**src/rtl/ram_port_arbiter.sv**
```systemverilog
// Two-master arbiter for a single-port RAM: fixed priority to port 0 with a starvation override for port 1.
// Grant one cycle after the arbitration edge; reads return RD_LAT+1 cycles after grant; requests wait (held req) until granted.
module ram_port_arbiter #(
   parameter int DATA_W   = 16,
   parameter int ADDR_W   = 12,
   parameter int RD_LAT   = 1,
   parameter int MAX_WAIT = 4
) (
   input  logic              clk,
   input  logic              rst,
   input  logic              m0_req,
   input  logic              m0_we,
   input  logic [ADDR_W-1:0] m0_addr,
   input  logic [DATA_W-1:0] m0_wdata,
   output logic              m0_gnt,
   output logic              m0_rvalid,
   input  logic              m1_req,
   input  logic              m1_we,
   input  logic [ADDR_W-1:0] m1_addr,
   input  logic [DATA_W-1:0] m1_wdata,
   output logic              m1_gnt,
   output logic              m1_rvalid,
   output logic [DATA_W-1:0] rdata,
   output logic              ram_en,
   output logic              ram_we,
   output logic [ADDR_W-1:0] ram_addr,
   output logic [DATA_W-1:0] ram_wdata,
   input  logic [DATA_W-1:0] ram_rdata,
   output logic              busy
);

   typedef enum logic {IDLE = 1'b0, WAIT = 1'b1} state_t;

   localparam int LAT_W = (RD_LAT > 1) ? $clog2(RD_LAT) : 1;
   localparam int CNT_W = $clog2(MAX_WAIT + 1);
   localparam logic [LAT_W-1:0] LAT_LAST = LAT_W'(RD_LAT - 1);
   localparam logic [CNT_W-1:0] WAIT_MAX = CNT_W'(MAX_WAIT);

   state_t            state_q, state_d;
   logic [LAT_W-1:0]  lat_cnt_q, lat_cnt_d;
   logic [CNT_W-1:0]  wait_cnt_q, wait_cnt_d;
   logic              owner_q, owner_d;
   logic              m0_gnt_q, m0_gnt_d, m1_gnt_q, m1_gnt_d;
   logic              m0_rvalid_q, m0_rvalid_d, m1_rvalid_q, m1_rvalid_d;
   logic [DATA_W-1:0] rdata_q, rdata_d;
   logic              ram_en_q, ram_en_d, ram_we_q, ram_we_d;
   logic [ADDR_W-1:0] ram_addr_q, ram_addr_d;
   logic [DATA_W-1:0] ram_wdata_q, ram_wdata_d;
   logic              arb;
   logic              pick1;

   always_comb begin
      state_d     = state_q;
      lat_cnt_d   = lat_cnt_q;
      wait_cnt_d  = wait_cnt_q;
      owner_d     = owner_q;
      m0_gnt_d    = 1'b0;
      m1_gnt_d    = 1'b0;
      m0_rvalid_d = 1'b0;
      m1_rvalid_d = 1'b0;
      rdata_d     = rdata_q;
      ram_en_d    = 1'b0;
      ram_we_d    = 1'b0;
      ram_addr_d  = ram_addr_q;
      ram_wdata_d = ram_wdata_q;
      arb         = 1'b0;
      pick1       = 1'b0;

      case (state_q)
         IDLE: begin
            // A read grant cycle hands over to WAIT instead of arbitrating again.
            if (ram_en_q && !ram_we_q) begin
               state_d   = WAIT;
               lat_cnt_d = '0;
            end else begin
               arb = 1'b1;
            end
         end
         WAIT: begin
            if (lat_cnt_q == LAT_LAST) begin
               state_d     = IDLE;
               rdata_d     = ram_rdata;
               m0_rvalid_d = !owner_q;
               m1_rvalid_d = owner_q;
               arb         = 1'b1;
            end else begin
               lat_cnt_d = lat_cnt_q + LAT_W'(1);
            end
         end
         default: state_d = IDLE;
      endcase

      if (arb && (m0_req || m1_req)) begin
         pick1       = (m1_req && (wait_cnt_q == WAIT_MAX)) || !m0_req;
         owner_d     = pick1;
         m0_gnt_d    = !pick1;
         m1_gnt_d    = pick1;
         ram_en_d    = 1'b1;
         ram_we_d    = pick1 ? m1_we    : m0_we;
         ram_addr_d  = pick1 ? m1_addr  : m0_addr;
         ram_wdata_d = pick1 ? m1_wdata : m0_wdata;
         if (pick1) begin
            wait_cnt_d = '0;
         end else if (m1_req && (wait_cnt_q != WAIT_MAX)) begin
            wait_cnt_d = wait_cnt_q + CNT_W'(1);
         end
      end
   end

   always_ff @(posedge clk) begin
      if (rst) begin
         state_q     <= IDLE;
         lat_cnt_q   <= '0;
         wait_cnt_q  <= '0;
         owner_q     <= 1'b0;
         m0_gnt_q    <= 1'b0;
         m1_gnt_q    <= 1'b0;
         m0_rvalid_q <= 1'b0;
         m1_rvalid_q <= 1'b0;
         rdata_q     <= '0;
         ram_en_q    <= 1'b0;
         ram_we_q    <= 1'b0;
         ram_addr_q  <= '0;
         ram_wdata_q <= '0;
      end else begin
         state_q     <= state_d;
         lat_cnt_q   <= lat_cnt_d;
         wait_cnt_q  <= wait_cnt_d;
         owner_q     <= owner_d;
         m0_gnt_q    <= m0_gnt_d;
         m1_gnt_q    <= m1_gnt_d;
         m0_rvalid_q <= m0_rvalid_d;
         m1_rvalid_q <= m1_rvalid_d;
         rdata_q     <= rdata_d;
         ram_en_q    <= ram_en_d;
         ram_we_q    <= ram_we_d;
         ram_addr_q  <= ram_addr_d;
         ram_wdata_q <= ram_wdata_d;
      end
   end

   assign m0_gnt    = m0_gnt_q;
   assign m1_gnt    = m1_gnt_q;
   assign m0_rvalid = m0_rvalid_q;
   assign m1_rvalid = m1_rvalid_q;
   assign rdata     = rdata_q;
   assign ram_en    = ram_en_q;
   assign ram_we    = ram_we_q;
   assign ram_addr  = ram_addr_q;
   assign ram_wdata = ram_wdata_q;
   assign busy      = (state_q == WAIT);

endmodule

```
**config.mk**
```make
export PLATFORM = sky130hd
export DESIGN_NAME = ram_port_arbiter
export DESIGN_NICKNAME = d
export VERILOG_FILES = /design/src/rtl/ram_port_arbiter.sv
export SDC_FILE = /design/constraint.sdc
export NUM_CORES = 1
export LEC_CHECK = 0
export ABC_AREA = 1
export CORE_MARGIN = 8
export CORE_UTILIZATION = 42
export CTS_CLUSTER_SIZE = 40
export DETAILED_ROUTE_END_ITERATION = 12
export PLACE_DENSITY = 0.86
export SETUP_SLACK_MARGIN = 0.15
export SYNTH_ARGS = -nofsm -noshare
export SYNTH_HDL_FRONTEND = slang
export SYNTH_SLANG_ARGS = --single-unit
```
**constraint.sdc**
```tcl
create_clock -name clk -period 2.5 [get_ports clk]
set_input_delay 0.5 -clock clk [delete_from_list [all_inputs] [get_ports clk]]
set_output_delay 0.5 -clock clk [all_outputs]
set_load 0.1 [all_outputs]
```
==> impl_metrics.yaml, run 1 <==
outcome:
  outcome: "completed"
global_route:
  grt_pass1_wl_mm: 11.6
  antenna_found_initial: 0
  grt_pass1_vias: 2479
  grt_usage_pct: 16.5
  grt_overflow_total: 0
  grt_max_degree: 29
placement:
  place_congestion: 0.792
  port-buffer-count: 128
  dp_hpwl_mm: 5.45
yosys:
  yosys-top-cells-area: "dfxtp_1 (47%), nand2_1 (25%), nand3_1 (11%)"
  synth_cells: 343
  yosys_warnings: 0
  yosysSeqAreaShare_pct: 46.5
  yosys.area.top_type: "dfxtp_1"
  synth_seq_cells: 55
  syn_area_sq_um: 2370
  synth_top_area_share_pct: 46.5
  avgSynthCellArea_sq_um: 6.90
  ys_types: 21
  synth_nets: 423
cts:
  cts_setup_buffers: 0
  clock-root-buffer: "clkbuf_8"
  clkLatencyLatePin_ps: 300
  cts_sinks: 55
  htreeDepth: 2
  clock_path_buffers: 2
  cts-buffers-inserted: 5
  cts_resized: 0
  path_clk_slew_ps: 90
  holdBufCountCts: 0
  cts_tree: "built"
drt:
  routed_wl_mm: 7.03
  ant_nets: 0
  vias: 2502
  vias_per_cell: 4.66
  dr.pass1.iters: 4
  initialDrtViolationCount: 67
  routedWlPerCell_um: 13.1
  drc: 0
pwr:
  p_leak_uw: 0.00178
  switching_share_pct: 39.6
  pwr-share-seq_pct: 43.0
  pwr-share-comb_pct: 37.1
  p_int_uw: 1370
  p_sw_uw: 896
  peakVddDrop_uv: 368
  clock_power_share_pct: 19.8
  powerDensity_nw_per_um2: 621
worst_setup_path:
  end_kind: "register"
  rr_endpoint: "ram_wdata[0]$_SDFFE_PP0P_"
  crit_arrival_ps: 2160
  crit_fanout: 28
  regToRegSetupSlack_ps: 960
  worstPathRequired_ps: 2750
  r2r_start: "busy$_SDFF_PP0_"
  start_kind: "primary input"
  path_class: "primary input to register"
  reg2regPathDepth: 7
timing:
  max_slew_margin_pct: 50.8
  fin_crit_sh_pct: 76.4
  hold_viol: 0
  tightestPinTransition_ps: 737
  finalSetupViolations: 0
  timing.hold.ws_ps: 441
  post-route-min-period_ps: 1910
  rsz0062_at_grt: "false"
  report.final.slew_viol_count: 0
  timing.fmax_mhz: 524
  setup-tns-final_ps: 0
  finClkSkew_ps: 4.59
worst_hold_path:
  min_from: "owner_q$_SDFFE_PP0P_"
  holdPathStages: 1
  hold_path.class: "register to register"
  hold_end: "m0_rvalid$_SDFF_PP0_"
floorplanning:
  die_area_sq_um: 8290
  die_w_um: 91.1
  fp.dieH_um: 91.1
  start_util_pct: 43.3
  core-area_sq_um: 5470
  io_pins: 129
  core.rowCount: 27
final_layout:
  num_antenna_cells: 0
  drive_gt1_share_pct: 15.3
  fin_nets: 546
  areaGrowthSynthToFinish_pct: 53.9
flow_run:
  cap_violations: 0
==> per-layer routing <==
metal	part of all wire (%)	GRT usage (%)
met4	0.65	3.27
met1	44	19.7
met2	47	27.3
met5	0	0
met3	8.5	6.67
==> sequential cells by signal, summed over array words and instances (netlist names) <==
signal and cells:
ram_en 1, m1_rvalid 1, wait_cnt_q 3, owner_q 1, m1_gnt 1, ram_wdata 16
ram_addr 12, ram_we 1, m0_rvalid 1, rdata 16, busy 1, m0_gnt 1
==> worst max path at each step <==
stage,startpoint,end,slack (ps),depth (start not counted)
floorplan,busy$_SDFF_PP0_,ram_addr[0]$_SDFFE_PP0P_,530,9
global placement,m1_req,ram_addr[8]$_SDFFE_PP0P_,360,7
detailed placement,m1_req,ram_addr[11]$_SDFFE_PP0P_,280,7
CTS,m1_req,ram_addr[11]$_SDFFE_PP0P_,590,7
global route,m1_req,ram_wdata[13]$_SDFFE_PP0P_,470,7
finish,m1_req,ram_wdata[0]$_SDFFE_PP0P_,590,7
==> area by class of cell <==
class                   instances  area (sq um)
multi-input cells             245          1070
fillers                       511          1830
flip-flops and latches         55          1100
clock inverters                 1          7.51
well taps                      72          90.1
clock buffers                   5          68.8
repair buffers                134          1210
inverters                      25          96.3
==> power by group through the flow <==
stage | registers, uW | logic [uW] | clock network [uW]
after floorplan | 1410 | 169 | 0
after global placement | 992 | 834 | 0
after detailed placement | 992 | 846 | 0
after CTS | 973 | 847 | 464
after global routing | 981 | 885 | 492
final | 973 | 840 | 449
==> cells by family after synthesis <==
logic type,after synthesis,share of synthesized area [%]
AND/OR/NAND/NOR,224,40.0
buffers and inverters,43,8.40
AO/OA/AOI/OAI,19,4.02
adder cells (fa/ha/maj),2,1.06
flip-flops,55,46.5
==> worst max-delay path, cell delays in order <==
cell and delay (ps):
clkdlybuf4s50_1 520, or2_1 280, nand2_2 100, inv_2 190, nor2_8 360, nand2_1 100
nand2_1 80
==> through the flow <==
step	std cells	power (uW)	area [sq um]	worst slack (ps)	utilization, %
6_report	537	2260	3640	591	66.6
5_1_grt	537	2360	3640	466	66.6
4_1_cts	537	2280	3640	591	66.6
3_5_place_dp	531	1840	3570	276	65.2
3_3_place_gp	531	1830	3570	356	65.2
2_1_floorplan	343	1580	2370	528	-
==> synth_stat cells <==
cell,number
a21oi_1,18
buf_1,3
buf_2,4
buf_4,4
buf_6,2
clkbuf_1,5
dfxtp_1,55
ha_1,2
inv_1,21
inv_2,3
inv_4,1
nand2_1,157
nand2_2,1
nand3_1,53
nand3_4,1
nand4_1,1
nor2_1,8
nor2_2,1
nor2_8,1
o21ai_0,1
or2_1,1
==> cell usage in the layout, fill, tap and decap left out, types with 2 or more instances in the layout <==
master,n
ha_1,2
inv_1,21
buf_4,56
nand2_1,157
clkbuf_8,5
clkdlybuf4s50_1,77
nor2_1,8
nand3_1,53
dfxtp_1,55
inv_2,3
a21oi_1,18
No activity file was read; power rests on OpenSTA's default activity.
==> run 2: changes to the inputs <==
Settings changed: CORE_UTILIZATION 42 to 39, PLACE_DENSITY 0.86 to 0.81.
Clock period 2.5 ns to 1.8 ns, I/O delays scaled along.
==> run 2 against run 1 <==
Against the previous run: routed wire length is 5.6% higher; final cell count rose by 1.7%; global-route usage increased by 0.38 points; worst hold slack improved by 15 ps; clock power up 60%; via count rose by 3.0%; combinational power grew 67%; largest power group is now combinational cells; worst setup slack worse by 270 ps; sequential cell count unchanged; count of clock-buffer cells in the layout up 2; critical path type is now register to register.
==> impl_metrics.yaml, run 2 (synthesis results as in run 1) <==
final_layout:
  areaGrowthSynthToFinish_pct: 85.1
  seq_area_sq_um: 1100
  nFillCells: 447
  finish.utilization_pct: 74.5
  multiInputGateArea_sq_um: 1070
  num_antenna_cells: 0
  drive_gt1_share_pct: 17.0
  fin_nets: 550
  most-common-layout-cells: "nand2_1 (157), clkdlybuf4s50_1 (77), buf_12 (55)"
  final_common_cell: "nand2_1"
timing:
  report.final.slew_viol_count: 0
  hold_viol: 0
  finClkSkew_ps: 7.40
  setup-tns-final_ps: 0
  rsz0062_at_grt: "false"
  fin_crit_sh_pct: 82.0
  finalSetupViolations: 0
  post-route-min-period_ps: 1480
  tightestPinTransition_ps: 761
  max_slew_margin_pct: 49.2
  timing.fmax_mhz: 678
cts:
  cts_setup_buffers: 0
  clkLatencyLatePin_ps: 300
  htreeDepth: 2
  clock_path_buffers: 2
  path_clk_slew_ps: 90
  cts-buffers-inserted: 5
  cts_sinks: 55
  cts_tree: "built"
  clock-root-buffer: "clkbuf_8"
  holdBufCountCts: 0
  cts_resized: 0
worst_setup_path:
  reg2regPathDepth: 9
  start_kind: "register"
  worstPathRequired_ps: 2000
  end_kind: "register"
  crit_fanout: 31
  path_class: "register to register"
  crit_arrival_ps: 1680
drt:
  drc: 0
  vias: 2578
  ant_nets: 0
  vias_per_cell: 4.72
  initialDrtViolationCount: 105
  routedWlPerCell_um: 13.6
  dr.pass1.iters: 4
  routed_wl_mm: 7.42
floorplanning:
  core-area_sq_um: 5890
  die_w_um: 93.9
  core.rowCount: 28
  io_pins: 129
  start_util_pct: 40.2
  fp.dieH_um: 93.9
  die_area_sq_um: 8820
global_route:
  grt_max_degree: 32
  grt_overflow_total: 0
  met2_usage_pct: 29.3
  antenna_found_initial: 0
  grt_use_met1_pct: 19.3
  grt_pass1_vias: 2572
  grt_usage_pct: 16.9
  use_met3_pct: 4.96
  busiest_layer: "met2"
  grt_pass1_wl_mm: 12.2
pwr:
  powerDensity_nw_per_um2: 801
  peakVddDrop_uv: 473
  p_leak_uw: 0.00199
placement:
  port-buffer-count: 128
  place_congestion: 0.777
  dp_hpwl_mm: 5.86
outcome:
  outcome: "completed"
worst_hold_path:
  hold_path.class: "register to register"
  holdPathStages: 2
flow_run:
  cap_violations: 0
## run 2: worst paths after layout
path	start	endpoint	slack, ps
max reg2reg	wait_cnt_q[0]$_SDFFE_PP0P_	ram_addr[7]$_SDFFE_PP0P_	320
max	wait_cnt_q[0]$_SDFFE_PP0P_	ram_addr[7]$_SDFFE_PP0P_	320
min reg2reg	owner_q$_SDFFE_PP0P_	m1_rvalid$_SDFF_PP0_	460
min	owner_q$_SDFFE_PP0P_	m1_rvalid$_SDFF_PP0_	460
## run 2: through the flow
step | std cells | total power, uW | hold WS [ps] | setup slack [ps] | area [sq um]
after global placement | 538 | 2810 | 427 | 83.1 | 4280
after detailed placement | 538 | 2830 | 439 | 86.9 | 4280
after CTS | 546 | 3550 | 463 | 330 | 4380
after floorplan | 343 | 2190 | 412 | 176 | 2370
after global routing | 546 | 3670 | 491 | 208 | 4380
final | 546 | 3510 | 456 | 324 | 4380
## run 2: area by class of cell
class | count | area share (%)
clock inverters | 1 | 0.171
repair buffers | 138 | 43.7
multi-input cells | 245 | 24.4
clock buffers | 7 | 2.20
inverters | 25 | 2.20
flip-flops and latches | 55 | 25.2
well taps | 75 | 2.14
## run 2: power by group
| group | internal (uW) | switching, uW | total, uW |
|---|---|---|---|
| combinational | 558 | 841 | 1400 |
| sequential | 1310 | 90.0 | 1390 |
| clock | 350 | 367 | 717 |
## run 2: metal layers
metal  vias to the layer above  share of wire (%)
met3                         8                7.4
met5                         -                  0
met1                      1160                 42
met4                         0                1.5
li1                       1320                  -
met2                        90                 49
## run 2: critical path: stages (launching register included)
cell,delay (ps)
dfxtp_1,370
inv_1,70
ha_1,200
nand3_1,100
nand2_1,110
buf_12,180
inv_2,140
nand2_1,70
nand3_1,80
nand2_1,50
==> run 3: changes to the inputs <==
Settings changed: CORE_UTILIZATION 39 to 35, PLACE_DENSITY 0.81 to 0.76.
Clock period 1.8 ns to 1.32 ns, I/O delays scaled along.
==> run 3 against run 2 <==
Against the previous run: first-iteration DRC count shrank 21%; non-clock buffer count grew 13; utilization shrank 1.3 points; worst hold slack lost 22 ps.
==> impl_metrics.yaml, run 3 (synthesis results as in run 1) <==
drt:
  routed_wl_mm: 8.10
  vias_per_cell: 4.66
  dr.pass1.iters: 4
  ant_nets: 0
  drc: 0
  vias: 2636
  initialDrtViolationCount: 83
  routedWlPerCell_um: 14.3
global_route:
  grt_max_degree: 22
  grt_pass1_wl_mm: 13.1
  grt_pass1_vias: 2717
  grt_usage_pct: 16.7
  grt_overflow_total: 0
  antenna_found_initial: 1
pwr:
  p_leak_uw: 0.00217
  peakVddDrop_uv: 551
  design_power_total_uw: 5100
  pwr-share-seq_pct: 37.8
  p_sw_uw: 1890
  powerDensity_nw_per_um2: 1040
  clock_power_share_pct: 21.3
  p_int_uw: 3220
  switching_share_pct: 37.0
  pwr-share-comb_pct: 40.9
timing:
  timing.fmax_mhz: 782
  hold_viol: 0
  tightestPinTransition_ps: 236
  fin_crit_sh_pct: 96.8
  report.final.slew_viol_count: 0
  finalSetupViolations: 0
  finClkSkew_ps: 10.3
  rsz0062_at_grt: "true"
  max_slew_margin_pct: 84.3
  post-route-min-period_ps: 1280
worst_setup_path:
  critPathMaxStageDelay_ps: 340
  start_kind: "register"
  crit_arrival_ps: 1530
  path_cells: "inv_2, ha_4, nand3_4, nand2_8, buf_16, clkinv_8, nand2_4, nand3_2, nand2_1"
  crit_fanout: 7
  worstPathRequired_ps: 1570
  path_class: "register to register"
  end_kind: "register"
  critPathSlowestCell: "dfxtp_2"
cts:
  clkLatencyLatePin_ps: 300
  clock_path_buffers: 2
  path_clk_slew_ps: 100
  htreeDepth: 2
  cts-buffers-inserted: 5
  cts_tree: "built"
  cts_sinks: 55
  clock-root-buffer: "clkbuf_8"
floorplanning:
  core.rowCount: 30
  die_area_sq_um: 9650
  io_pins: 129
  die_w_um: 98.2
  fp.dieH_um: 98.2
  start_util_pct: 35.4
  core-area_sq_um: 6680
final_layout:
  final_common_cell: "nand2_1"
  final_cell_area_sq_um: 4890
  fin_nets: 564
  drive_gt1_share_pct: 40.0
  areaGrowthSynthToFinish_pct: 106
  most-common-layout-cells: "nand2_1 (121), clkdlybuf4s50_1 (75), buf_12 (58)"
worst_hold_path:
  hold_path.class: "register to register"
placement:
  dp_hpwl_mm: 6.04
  placed_area_sq_um: 4450
  place_congestion: 0.777
  port-buffer-count: 128
outcome:
  outcome: "completed"
flow_run:
  cap_violations: 0
-- run 3: final cells by class --
cell class	instances	area (sq um)
antenna	1	2.50
clock buffer	5	68.8
clock inverter	3	38.8
fill	489	1790
inverter	25	114
multi-input combinational	245	1280
sequential	55	1180
tap	80	100
timing repair buffer	151	2100
timing repair inverter	1	8.76
-- run 3: layer usage --
layer,part of all wire [%],GRT usage [%]
met5,0,0
met4,0.88,4.49
met3,8.1,6.90
met2,50,28.8
met1,40,18.4
-- run 3: per-stage QoR --
stage / setup TNS, ps / util [%] / instances / setup WS (ps) / hold slack [ps]
2_1_floorplan: -1380 / - / 343 / -49.8 / 393
6_report: 0 / 73.1 / 566 / 42.0 / 434
4_1_cts: 0 / 71.7 / 565 / 83.2 / 439
3_3_place_gp: -7690 / 66.6 / 552 / -251 / 422
5_1_grt: -37.8 / 73.1 / 566 / -33.4 / 449
3_5_place_dp: -8310 / 66.6 / 552 / -278 / 420
-- run 3: critical path: cells and delay by family, from the launching register on --
| family | cells | cell delay [ps] |
|---|---|---|
| simple gates | 5 | 450 |
| flops | 1 | 340 |
| buf+inv | 3 | 290 |
| fa+ha+maj | 1 | 140 |
-- run 3: repair_timing --
action / 4_1_cts / 5_1_grt
pin swaps: 21 / 19
hold buffers: 0 / 0
gates resized for setup: 52 / 27
setup endpoints to repair: 34 / 35
gates cloned: 4 / 0
buffers inserted: 1 / 0
endpoints found under the hold margin: 0 / 0
-- run 3: worst paths after layout --
kind / from / endpoint / slack (ps) / cells past startpoint
worst max-delay path: wait_cnt_q[0]$_SDFFE_PP0P_ / ram_addr[7]$_SDFFE_PP0P_ / 40 / 9
worst min-delay path: owner_q$_SDFFE_PP0P_ / m0_rvalid$_SDFF_PP0_ / 430 / 1
worst max register to register: wait_cnt_q[0]$_SDFFE_PP0P_ / ram_addr[7]$_SDFFE_PP0P_ / 40 / 9
worst min register to register: owner_q$_SDFFE_PP0P_ / m0_rvalid$_SDFF_PP0_ / 430 / 1
-- run 3: power by group through the flow --
stage                     logic (uW)  clock network [uW]  registers (uW)
after global routing            2190                1180            1940
after global placement          1950                   0            1960
after floorplan                  330                   0            2700
after detailed placement        1970                   0            1960
after CTS                       2060                1110            1930
final                           2090                1090            1930
